<file path="config.mk">
export PLATFORM = sky130hd
export DESIGN_NAME = button_event_ctrl
export DESIGN_NICKNAME = d
export VERILOG_FILES = /design/src/rtl/button_event_ctrl.sv
export SDC_FILE = /design/constraint.sdc
export NUM_CORES = 1
export LEC_CHECK = 0
export CAP_MARGIN = 25
export CORE_MARGIN = 2
export CORE_UTILIZATION = 40
export DETAILED_ROUTE_END_ITERATION = 10
export PLACE_DENSITY = 0.53
export REMOVE_ABC_BUFFERS = 1
export SLEW_MARGIN = 40
export SYNTH_ARGS = -nofsm -noshare
export SYNTH_HDL_FRONTEND = slang
export SYNTH_SLANG_ARGS = --single-unit
</file>
<file path="constraint.sdc">
create_clock -name clk -period 17.6 [get_ports clk]
set_input_delay 1.76 -clock clk [delete_from_list [all_inputs] [get_ports clk]]
set_output_delay 1.76 -clock clk [all_outputs]
set_load 0.01 [all_outputs]
</file>
<file path="src/rtl/button_event_ctrl.sv">
`default_nettype none
// ============================================================================
//  Module   : button_event_ctrl
//  Purpose  : Per-button debounce, press detection and hold-to-repeat. The
//             resulting press/repeat events are arbitrated (lowest index
//             first) onto a single valid/ready event port.
//  Revision : 1.0  initial release
// ============================================================================
module button_event_ctrl #(
    parameter int               N_BTN       = 5,
    parameter int               DEB_CYCLES  = 1000000,
    parameter int               HOLD_CYCLES = 50000000,
    parameter int               REP_CYCLES  = 15000000,
    parameter logic [N_BTN-1:0] REPEAT_MASK = 5'b11110,
    localparam int              ID_W        = (N_BTN > 1) ? $clog2(N_BTN) : 1
) (
    input  logic             clk,
    input  logic             rst,
    input  logic [N_BTN-1:0] btn_sync,
    input  logic             evt_ready,
    output logic             evt_valid,
    output logic [ID_W-1:0]  evt_id,
    output logic             evt_repeat,
    output logic [N_BTN-1:0] btn_level,
    output logic             evt_drop
);

    // Counter widths: just wide enough to reach each terminal value.
    localparam int DEB_W  = (DEB_CYCLES  > 1) ? $clog2(DEB_CYCLES)  : 1;
    localparam int HOLD_W = (HOLD_CYCLES > 1) ? $clog2(HOLD_CYCLES) : 1;
    localparam int REP_W  = (REP_CYCLES  > 1) ? $clog2(REP_CYCLES)  : 1;

    localparam logic [DEB_W-1:0]  DEB_LAST  = DEB_W'(DEB_CYCLES - 1);
    localparam logic [HOLD_W-1:0] HOLD_LAST = HOLD_W'(HOLD_CYCLES - 1);
    localparam logic [REP_W-1:0]  REP_LAST  = REP_W'(REP_CYCLES - 1);

    typedef enum logic [1:0] {
        ST_IDLE   = 2'd0,
        ST_HELD   = 2'd1,
        ST_REPEAT = 2'd2
    } chan_state_t;

    // ------------------------------------------------------------------
    // Shared per-channel signals
    // ------------------------------------------------------------------
    logic [N_BTN-1:0] btn_level_q;
    logic [N_BTN-1:0] w_level_d;     // debounced level to be loaded this edge
    logic [N_BTN-1:0] w_raise;       // channel raises an event this cycle
    logic [N_BTN-1:0] w_raise_rep;   // ... and it is an auto-repeat

    logic [N_BTN-1:0] pend_q,     pend_d;
    logic [N_BTN-1:0] pend_rep_q, pend_rep_d;
    logic [N_BTN-1:0] w_grant;
    logic             w_drop;

    logic             evt_valid_q,  evt_valid_d;
    logic [ID_W-1:0]  evt_id_q,     evt_id_d;
    logic             evt_repeat_q, evt_repeat_d;
    logic             evt_drop_q;

    // ------------------------------------------------------------------
    // Per-channel debounce and press/repeat FSM
    // ------------------------------------------------------------------
    for (genvar i = 0; i < N_BTN; i++) begin : g_chan
        logic [DEB_W-1:0]  deb_cnt_q,  deb_cnt_d;
        logic [HOLD_W-1:0] hold_cnt_q, hold_cnt_d;
        logic [REP_W-1:0]  rep_cnt_q,  rep_cnt_d;
        chan_state_t       state_q,    state_d;
        logic              lvl_nxt;
        logic              raise;
        logic              raise_rep;

        // Count consecutive mismatch cycles; flip the level on the last one.
        always_comb begin
            deb_cnt_d = '0;
            lvl_nxt   = btn_level_q[i];
            if (btn_sync[i] != btn_level_q[i]) begin
                if (deb_cnt_q == DEB_LAST) begin
                    lvl_nxt = ~btn_level_q[i];
                end else begin
                    deb_cnt_d = deb_cnt_q + 1'b1;
                end
            end
        end

        // Debounce counter register.
        always_ff @(posedge clk or posedge rst) begin
            if (rst) begin
                deb_cnt_q <= '0;
            end else begin
                deb_cnt_q <= deb_cnt_d;
            end
        end

        // FSM next state: the FSM follows the level being loaded this edge so
        // the press event lands in the pending store together with the level.
        always_comb begin
            state_d    = state_q;
            hold_cnt_d = hold_cnt_q;
            rep_cnt_d  = rep_cnt_q;
            raise      = 1'b0;
            raise_rep  = 1'b0;
            case (state_q)
                ST_IDLE: begin
                    if (lvl_nxt) begin
                        raise      = 1'b1;
                        state_d    = ST_HELD;
                        hold_cnt_d = '0;
                        rep_cnt_d  = '0;
                    end
                end
                ST_HELD: begin
                    if (!lvl_nxt) begin
                        state_d    = ST_IDLE;
                        hold_cnt_d = '0;
                    end else if (hold_cnt_q == HOLD_LAST) begin
                        // Masked channels park here with the counter saturated.
                        if (REPEAT_MASK[i]) begin
                            raise      = 1'b1;
                            raise_rep  = 1'b1;
                            state_d    = ST_REPEAT;
                            hold_cnt_d = '0;
                            rep_cnt_d  = '0;
                        end
                    end else begin
                        hold_cnt_d = hold_cnt_q + 1'b1;
                    end
                end
                ST_REPEAT: begin
                    if (!lvl_nxt) begin
                        state_d   = ST_IDLE;
                        rep_cnt_d = '0;
                    end else if (rep_cnt_q == REP_LAST) begin
                        raise     = 1'b1;
                        raise_rep = 1'b1;
                        rep_cnt_d = '0;
                    end else begin
                        rep_cnt_d = rep_cnt_q + 1'b1;
                    end
                end
                default: begin
                    state_d    = ST_IDLE;
                    hold_cnt_d = '0;
                    rep_cnt_d  = '0;
                end
            endcase
        end

        // FSM state and hold/repeat counter registers.
        always_ff @(posedge clk or posedge rst) begin
            if (rst) begin
                state_q    <= ST_IDLE;
                hold_cnt_q <= '0;
                rep_cnt_q  <= '0;
            end else begin
                state_q    <= state_d;
                hold_cnt_q <= hold_cnt_d;
                rep_cnt_q  <= rep_cnt_d;
            end
        end

        assign w_level_d[i]   = lvl_nxt;
        assign w_raise[i]     = raise;
        assign w_raise_rep[i] = raise_rep;
    end

    // Debounced level register.
    always_ff @(posedge clk or posedge rst) begin
        if (rst) begin
            btn_level_q <= '0;
        end else begin
            btn_level_q <= w_level_d;
        end
    end

    // ------------------------------------------------------------------
    // Arbiter: the output register reloads when empty or being accepted
    // and takes the lowest-index pending channel.
    // ------------------------------------------------------------------
    logic w_load;
    logic w_any;
    logic [ID_W-1:0] w_pick;

    assign w_load = !evt_valid_q || evt_ready;
    assign w_any  = |pend_q;

    // Lowest set bit wins; isolate it as a one-hot grant.
    always_comb begin
        w_pick = '0;
        for (int j = N_BTN - 1; j >= 0; j--) begin
            if (pend_q[j]) begin
                w_pick = ID_W'(j);
            end
        end
        w_grant = w_load ? (pend_q & (~pend_q + 1'b1)) : '0;
    end

    // Output register next state; holds its contents while stalled.
    always_comb begin
        evt_valid_d  = evt_valid_q;
        evt_id_d     = evt_id_q;
        evt_repeat_d = evt_repeat_q;
        if (w_load) begin
            evt_valid_d = w_any;
            if (w_any) begin
                evt_id_d     = w_pick;
                evt_repeat_d = pend_rep_q[w_pick];
            end
        end
    end

    // Pending store: a fresh event on a channel still waiting (and not being
    // granted) is coalesced away; a grant and a new event together keep it set.
    always_comb begin
        pend_d     = pend_q;
        pend_rep_d = pend_rep_q;
        w_drop     = 1'b0;
        for (int j = 0; j < N_BTN; j++) begin
            if (w_raise[j]) begin
                if (pend_q[j] && !w_grant[j]) begin
                    w_drop = 1'b1;
                end else begin
                    pend_d[j]     = 1'b1;
                    pend_rep_d[j] = w_raise_rep[j];
                end
            end else if (w_grant[j]) begin
                pend_d[j] = 1'b0;
            end
        end
    end

    // Pending flags, output register and drop pulse.
    always_ff @(posedge clk or posedge rst) begin
        if (rst) begin
            pend_q       <= '0;
            pend_rep_q   <= '0;
            evt_valid_q  <= 1'b0;
            evt_id_q     <= '0;
            evt_repeat_q <= 1'b0;
            evt_drop_q   <= 1'b0;
        end else begin
            pend_q       <= pend_d;
            pend_rep_q   <= pend_rep_d;
            evt_valid_q  <= evt_valid_d;
            evt_id_q     <= evt_id_d;
            evt_repeat_q <= evt_repeat_d;
            evt_drop_q   <= w_drop;
        end
    end

    assign evt_valid  = evt_valid_q;
    assign evt_id     = evt_id_q;
    assign evt_repeat = evt_repeat_q;
    assign btn_level  = btn_level_q;
    assign evt_drop   = evt_drop_q;

endmodule
`default_nettype wire
</file>
Word level (Yosys, flattened, before mapping)
Cells that the tools add are included.
{"block": "word_totals", "word_cells": 325, "ff_bits": 355, "output_inout_bits": 11}
{"block": "op_classes", "eq_ne": 56, "n_addsub": 15, "n_bitwise": 17, "mux": 153, "n_lt_le_gt_ge": 1, "n_reduce_logical": 49}
{"op": "two-way mux 24 bit", "count": 23}
{"op": "case mux 24 bit (3 select lines)", "count": 5}
{"op": "two-way mux 26 bit", "count": 12}
{"op": "case mux 26 bit (3 select lines)", "count": 4}
{"op": "two-way mux 20 bit", "count": 10}
{"op": "adder 24 x 1 -> 24 bit (second input constant)", "count": 5}
{"op": "equality test 24 bit (second input constant)", "count": 5}
{"op": "adder 26 x 1 -> 26 bit (second input constant)", "count": 4}
{"op": "equality test 26 bit (second input constant)", "count": 4}
{"op": "adder 20 x 1 -> 20 bit (second input constant)", "count": 5}
{"op": "equality test 20 bit (second input constant)", "count": 5}
{"op": "two-way mux 1 bit", "count": 60}
{"op": "inequality test 2 bit (second input constant)", "count": 23}
{"op": "two-way mux 2 bit", "count": 18}
{"op": "AND reduction 2 bit", "count": 17}
{"op": "case mux 2 bit (3 select lines)", "count": 4}
{"op": "AND reduction 3 bit", "count": 8}
{"op": "two-way mux 3 bit", "count": 5}
{"op": "inverter 1 bit", "count": 15}
{"op": "inequality test 3 bit (second input constant)", "count": 4}
{"op": "case mux 1 bit (3 select lines)", "count": 4}
{"op": "equality test 2 x 1 -> 1 bit (second input constant)", "count": 5}
{"op": "equality test 2 bit (second input constant)", "count": 5}
{"op": "zero test 2 bit", "count": 5}
{"op": "other kinds (15)", "count": 36}

Logic depth before layout (Yosys ltp)
Gate-level depths: netlist of the first run.
{"block": "logic_depth", "depth_word": 16, "ltp_mapped": 9}

Worst setup path before layout of the first run
No wires, ideal clock.
{"block": "synth_timing", "path_type": "input to register", "from": "input btn_sync[4]", "to": "register g_chan[4].rep_cnt_q[7]", "slack_ns": 14.385, "cell_stages": 6, "required_ns": 17.513, "arrival_ns": 3.129, "n_path_buf": 1, "cell_sequence": "inv_1 -> or3_4 -> buf_6 -> a211o_1 -> or3_1 -> o211ai_1"}
{"block": "synth_between", "elab_chain_len": 4, "elab_cells_between_ends": 7, "classes_between": "eq/ne: 3; mux: 3; reduce/logical: 1"}
{"element": "from (decl)", "line": "19", "source": "input logic [N_BTN-1:0] btn_sync,"}
{"element": "inequality test 1 bit (*)", "line": "77", "source": "if (btn_sync[i] != btn_level_q[i]) begin"}
{"element": "two-way mux 1 bit (*)", "line": "77"}
{"element": "two-way mux 24 bit or inequality test 2 bit (tied branches)"}
{"element": "case mux 24 bit (3 select lines) or AND reduction 3 bit (tied branches)"}
{"element": "to (signal assigned)", "line": "158", "source": "rep_cnt_q <= rep_cnt_d;"}
{"element": "to (decl)", "line": "67", "source": "logic [REP_W-1:0] rep_cnt_q, rep_cnt_d;"}
Mark *: on every way between the ends. The rest lies on a longest branch, timed or not.
A chain may end at the register's enable or synchronous reset.

Worst setup path after layout of the first run
{"block": "layout_timing", "from": "input btn_sync[2]", "to": "register g_chan[2].hold_cnt_q[25]"}
{"block": "layout_between", "elab_chain_len": 4, "elab_cells_between_ends": 6, "classes_between": "eq/ne: 2; mux: 3; reduce/logical: 1"}
{"element": "inequality test 1 bit (*)", "line": "77"}
{"element": "two-way mux 1 bit (*)", "line": "77"}
{"element": "two-way mux 26 bit or inequality test 2 bit (tied branches)"}
{"element": "case mux 26 bit (3 select lines) or AND reduction 2 bit (tied branches)"}
{"element": "to (signal assigned)", "line": "157", "source": "hold_cnt_q <= hold_cnt_d;"}
{"element": "to (decl)", "line": "66", "source": "logic [HOLD_W-1:0] hold_cnt_q, hold_cnt_d;"}
Marks and branches as above.

==> impl_results.md, run 1 <==
* Worst VDD drop at ~0.071 mV
* Total negative setup slack at 0 ps
* Sequential fraction of the synthesis area at roughly 44%
* Share of cells above drive strength 1 at between 7 and 8%
* CP Data Required Time at 18040 ps
* Clk buf depth at 3
* Logic pwr share at 13.7%
* Placer Congestion at between 0.7 and 0.8
* First-pass GRT wire length at just under 80 mm
* Syn_area_per_cell at roughly 9 um2
* Area leader, netlist: dfrtp_1
* Initial antenna violation count at 0
* CTS resizes at 0
* Area delta synth->final at 12.5%
* WHS at 453 ps
* CTS tree: yes
* Main synth FF type: dfrtp_1
* Post-synthesis adder-cell area fraction at 2.00%
* Sw frac at around 27%
* Fmax at ~0.28 GHz
* Core Region at 46500 um2
* DRT antenna net count at 0
* WP data arrival at 4040 ps
* # setup viols final at 0
* Max Cap Violations at 0
* CTS H-tree depth at 2
* Die footprint at between 40000 and 50000 um2
* Final worst path period share at 20.5%
* Main area contributors after synthesis: dfrtp_1, nand3_1, nor2_1, nand2_1, mux2i_1
* Rel. slew slack at between 40 and 50%
* CTS buffer count at 42
* Clock-pin slew on the worst setup and hold paths at around 60 ps
* Avg WL per Cell at 16.8 um
* Status: complete, no violations
* Sequential Power Share at between 40% and 50%
* Final slew viol count at 0
* Initial DRC count at between 1000 and 1500
* #FFs+latches synth at approximately 330
* RSZ-0062 raised after global routing: false
* Mux cell area share after synthesis at 3.22%
* Nature of the critical path endpoint: flip-flop
* Ys Warns at 0
* Most common cell after layout, fill and taps aside: dfrtp_1
* Remaining Overflow, GRT at 0
* Clock Sinks at 329
* Post-synthesis cell count at ~2100
* Fillers at 4458
* CTS root buffer: clkbuf_16
* Crit-path max FO at 14
* Post-DR vias/cell at between 5 and 6
* Post-Syn Area at between 15000 and 20000 um2
* Commonest non-fill, non-tap cells in the layout: dfrtp_1, nand3_1, nor2_1, nand2_1, o21ai_0
* GRT Util Overall at between 10% and 20%
* Power per cell area at 92.0 nW/um2
* Clock Latency Late Sink at approximately 570 ps
* DRT Wirelength at around 46 mm
* DR pass1 iterations at 5
* # IOs at 19
* Largest net degree at the start of global routing at about 110
* Number of library cell types mapped by synthesis at 79
* Final Skew at approximately 18 ps
* Post-CTS setup buffer count at 0
* Crit path launch type: primary input
* DRC at 0
* Psw at 0.000527 W
* Die width at around 220 um
* Post-synth ARST share at between 90% and 100%
* Starting density of the core at ~40%
* Layout net count at 2120
* # rows at 79
* # diodes at 0
* Post-synthesis compound-gate area fraction at 16.4%
* Number of I/O port buffers at 18
* Area share of the largest cell type after synthesis at ~44%
* Simple-gate share of the synthesized area at between 20% and 30%
* XOR/XNOR Fraction of Synth Area at under 10%
* Die Y at 221 um
* Number of flops mapped to enable cells by yosys at 0
* Via Count at 15900
* Crit Path Class: primary input to flip-flop
* Int Power at about 0.0014 W
* Hold-fix buffers, CTS at 0
* Worst-margin pin slew at roughly 820 ps
* Final worst path period need at between 3000 and 4000 ps
* Fin. Hold Viols at 0
* Vias in the first global route at approximately 15000
* Worst Hold Class: flip-flop to flip-flop
* HPWL reported at the end of detailed placement at around 29 mm
* Largest family of logic cells by synthesized area: simple AND/OR/NAND/NOR gates
* Pleak at just under 9 nW
* Clock network power share at about 46%
-- Yosys cell counts, drive strengths merged (8+ instances only) --
master   count
nor2       178
nor4b       12
nand3      191
and3        64
or3         29
a21o        20
o2bb2ai     10
nand4       73
or2         12
nor2b       19
a22oi       50
o31ai       10
a21bo        8
or4         20
and4        21
mux2i       57
nand2b       9
buf         25
nor4        31
nand2      170
xor2        54
and2        29
nand4b       9
inv         88
xnor2       33
a211oi      11
dfrtp      329
clkbuf      64
a22o        55
a31oi        9
a21oi       64
o21ai      117
ha          30
o22ai       27
nand3b      17
nor3        49
-- cell families after synthesis --
kind of cell               count (synthesis)
AOI/OAI and AO/OA                        446
muxes                                     60
xor gates and xnor gates                  87
adders and majority gates                 30
and+or+nand+nor                          952
DFF                                      329
buffers and inverters                    177
-- flip-flops by register name (all words and copies together) (netlist names), 3 cells and up --
signal and count:
pend_rep_q 4, pend_q 5, btn_level 5, g_chan.state_q 9
g_chan.hold_cnt_q 104, evt_id 3, g_chan.rep_cnt_q 96, g_chan.deb_cnt_q 100
-- worst paths after layout --
path                                              start                       end  slack, ps  depth (start not counted)
worst max-delay path                        btn_sync[2]  g_chan[2].hold_cnt_q[25]      14000                          5
worst min-delay path             g_chan[3].deb_cnt_q[0]    g_chan[3].deb_cnt_q[0]        450                          1
worst max register to register  g_chan[2].deb_cnt_q[15]  g_chan[2].hold_cnt_q[25]      14190                          6
worst min register to register   g_chan[3].deb_cnt_q[0]    g_chan[3].deb_cnt_q[0]        450                          1
max in group asynchronous                           rst   g_chan[4].hold_cnt_q[4]      14050                          5
min in group asynchronous                           rst  g_chan[3].hold_cnt_q[12]       1680                          2
-- metrics by stage --
stage	instances	total power, W	setup WS (ps)	instance area, um2	utilization, %
after CTS	2721	0.00198	13740	21100	45.4
final	2722	0.00194	14000	21100	45.5
after detailed placement	2644	0.00107	13140	19700	42.3
after global routing	2722	0.00204	13680	21100	45.5
after floorplan	1992	0.000980	6730	18400	-
after global placement	2643	0.00106	12910	19600	42.2
-- critical path, stage by stage --
cell             delay, ps
clkdlybuf4s50_1        530
nand3_1                470
a31oi_2                770
o21ai_0                210
a22o_1                 280
-- cell type report --
class                      instances  area [um2]  share of cell area [%]
clock buffer                      66        1290                    6.13
tap                              607         759                    3.59
multi-input combinational       1575        9940                    47.0
timing repair buffer              46         427                    2.02
inverter                          88         343                    1.62
sequential                       329        8230                    39.0
clock inverter                    11         134                   0.634
-- power by group through the flow --
stage / sequential (W) / clock [W] / combinational (W)
6_report: 0.000792 / 0.000886 / 0.000265
5_1_grt: 0.000794 / 0.000951 / 0.000298
4_1_cts: 0.000792 / 0.000917 / 0.000268
3_5_place_dp: 0.000805 / 0 / 0.000267
3_3_place_gp: 0.000805 / 0 / 0.000259
2_1_floorplan: 0.000802 / 0 / 0.000178
-- routing by layer --
layer	vias up	part of all wire (%)	track usage [%]
li1	7685	-	-
met1	7883	48	26.9
met2	280	46	30.7
met3	58	3.9	3.20
met4	0	2.0	5.04
met5	-	0	0
Note: power is estimated with default switching activity, not from simulation.
==> inputs of run 2 (changes only) <==
PLACE_DENSITY = 0.55   (was 0.53)
clock period = 2.9 ns   (was 17.6 ns; I/O delays follow)
==> impl_results.md, run 2 (same netlist as run 1, synthesis figures left out) <==
* Status: complete, no violations (unchanged)
* Most common cell after layout, fill and taps aside: dfrtp_1 (unchanged)
* Via Count at 16200 (was 15900)
* R2r endpoint: g_chan[3].rep_cnt_q[12] (was g_chan[2].hold_cnt_q[25])
* WP buf/inv at 2 (was 1)
* GRT Util Overall at 19.4% (was 19.2%)
* Clock-pin slew on the worst setup and hold paths at 60 ps (about the same)
* CTS tree: yes (unchanged)
* Fin. Hold Viols at 0 (unchanged)
* Initial antenna violation count at 0 (unchanged)
* Post-DR vias/cell at 5.77 (was 5.84)
* Final Skew at 10.6 ps (was 18.3 ps)
* Commonest non-fill, non-tap cells in the layout: dfrtp_1, nand3_1, nor2_1, nand2_1, o21ai_0 (unchanged)
* Hold-fix buffers, CTS at 0 (unchanged)
* DRT antenna net count at 0 (unchanged)
* CP Data Required Time at 3340 ps (was 18040 ps)
* Largest net degree at the start of global routing at 72 (was 113)
* Final core occ at 46.9% (was 45.5%)
* Placer Congestion at 0.820 (was 0.784)
* Remaining Overflow, GRT at 0 (unchanged)
* Biggest cell delay along the critical path at 550 ps (was 770 ps)
* Worst VDD drop at 0.491 mV (was 0.0706 mV)
* Worst-margin pin slew at 808 ps (was 821 ps)
* Core Region at 46500 um2 (unchanged)
* Max Cap Violations at 0 (unchanged)
* Die width at 221 um (unchanged)
* Number of I/O port buffers at 18 (unchanged)
* Initial DRC count at 1070 (was 1175)
* Crit Path Class: flip-flop to flip-flop (was primary input to flip-flop)
* # setup viols final at 0 (unchanged)
* Die footprint at 48700 um2 (unchanged)
* Cell count of the worst reg-to-reg path at 8 (was 6)
* Worst Hold Class: primary input to async pin (was flip-flop to flip-flop)
* CP cell instances: or4_1, or4_4, or3_4, buf_4, a21bo_4, buf_4, a22oi_1, mux2i_1 (was clkdlybuf4s50_1, nand3_1, a31oi_2, o21ai_0, a22o_1)
* Worst path most repeated cell: buf_4
* DRC at 0 (unchanged)
* Vias in the first global route at 15700 (was 15300)
* Pleak at 9.13 nW (was 8.73 nW)
* CTS root buffer: clkbuf_16 (unchanged)
* CTS buffer count at 41 (was 42)
* FF-to-FF Start: g_chan[3].deb_cnt_q[7] (was g_chan[2].deb_cnt_q[15])
* Die Y at 221 um (unchanged)
* CP delay by family, top: simple AND/OR/NAND/NOR gates (was compound AO/OA/AOI/OAI gates)
* First-pass GRT wire length at 79.0 mm (was 77.9 mm)
* Starting density of the core at 40.4% (unchanged)
* # rows at 79 (unchanged)
* Avg WL per Cell at 16.6 um (was 16.8 um)
* Layout net count at 2201 (was 2120)
* Power per cell area at 533 nW/um2 (was 92.0 nW/um2)
* Area delta synth->final at 16.0% (was 12.5%)
* Total negative setup slack at 0 ps (unchanged)
* Fmax at 0.356 GHz
* HPWL reported at the end of detailed placement at 31.1 mm (was 29.2 mm)
* Reg with most FFs: g_chan.hold_cnt_q (unchanged)
* DR pass1 iterations at 5 (unchanged)
* Nature of the critical path endpoint: flip-flop (unchanged)
* R2R setup slack at 90 ps (was 14190 ps)
* # diodes at 0 (unchanged)
* Crit path launch type: flip-flop (was primary input)
* Clock Sinks at 329 (unchanged)
* Crit-path slowest cell: or4_4 (was a31oi_2)
* Crit-path max FO at 10 (was 14)
* CTS H-tree depth at 2 (unchanged)
* DRT Wirelength at 46.4 mm (was 45.6 mm)
* # IOs at 19 (unchanged)
* Top flop regs: g_chan.hold_cnt_q x104, g_chan.deb_cnt_q x100, g_chan.rep_cnt_q x96 (unchanged)
* WP data arrival at 3250 ps (was 4040 ps)
* Final worst path period need at about 2800 ps
* Final slew viol count at 0 (unchanged)
* Final worst path period share at a little over nine tenths
* Share of cells above drive strength 1 at 10.5% (was 7.19%)
* Largest register FFs at 104 (unchanged)
* Clk buf depth at 3 (unchanged)
* Clock Latency Late Sink at 560 ps (was 570 ps)
* Rel. slew slack at 45.6% (was 44.8%)
==> run 2: where the power goes <==
group          switching (W)  leakage [nW]  internal, W  total [W]
Sequential          0.000113          4.44      0.00470    0.00481
Combinational        0.00106          4.04     0.000630    0.00169
Clock                0.00200         0.657      0.00311    0.00511
==> run 2: repair_timing <==
action	CTS	global route
setup buffers	0	2
resized for setup	1	20
pin swaps	0	4
gates cloned	0	2
endpoints found under the setup margin	4	63
==> run 2: per-layer routing <==
layer,global-route usage [%],share of wire (%)
met2,31.1,45
met3,2.54,4.0
met5,0,0
met1,27.2,48
met4,6.18,2.4
==> run 2: worst max path at each step <==
stage                     depth (start not counted)  slack [ps]              startpoint                 endpoint
after global routing                              9         -20  g_chan[3].deb_cnt_q[7]   g_chan[3].rep_cnt_q[9]
after floorplan                                   1       -6500                     rst             btn_level[0]
after CTS                                         8           8  g_chan[3].deb_cnt_q[7]   g_chan[3].rep_cnt_q[3]
final                                             8          90  g_chan[3].deb_cnt_q[7]  g_chan[3].rep_cnt_q[12]
after global placement                            8          40  g_chan[3].deb_cnt_q[7]  g_chan[3].rep_cnt_q[18]
after detailed placement                          8         -20  g_chan[3].deb_cnt_q[7]  g_chan[3].rep_cnt_q[17]
==> run 2: worst register-to-register path: stages (launching register included) <==
cell,delay (ps)
dfrtp_1,370
or4_1,510
or4_4,550
or3_4,350
buf_4,170
a21bo_4,260
buf_4,180
a22oi_1,200
mux2i_1,100
==> run 2: layout make-up <==
cell class / count / area [um2]
fill: 4444 / 24700
multi-input combinational: 1576 / 9960
sequential: 329 / 8230
clock buffer: 64 / 1240
timing repair buffer: 127 / 1170
tap: 607 / 759
inverter: 88 / 338
clock inverter: 7 / 88.8
==> run 2: per-stage QoR <==
stage | hold WS (ps) | setup WS (ps) | power [W] | instances | cell area (um2)
5_1_grt | 280 | -18.5 | 0.0122 | 2798 | 21800
6_report | 226 | 88.4 | 0.0116 | 2798 | 21800
2_1_floorplan | 424 | -6500 | 0.00595 | 1992 | 18400
3_5_place_dp | 444 | -19.3 | 0.00658 | 2723 | 20300
4_1_cts | 220 | 7.79 | 0.0118 | 2794 | 21700
3_3_place_gp | 439 | 40.0 | 0.00654 | 2723 | 20300
==> inputs of run 3 (changes only) <==
CAP_MARGIN = 20   (was 25)
==> results of run 3 <==
Final layout, timing and power as in run 2 (identical DEF).
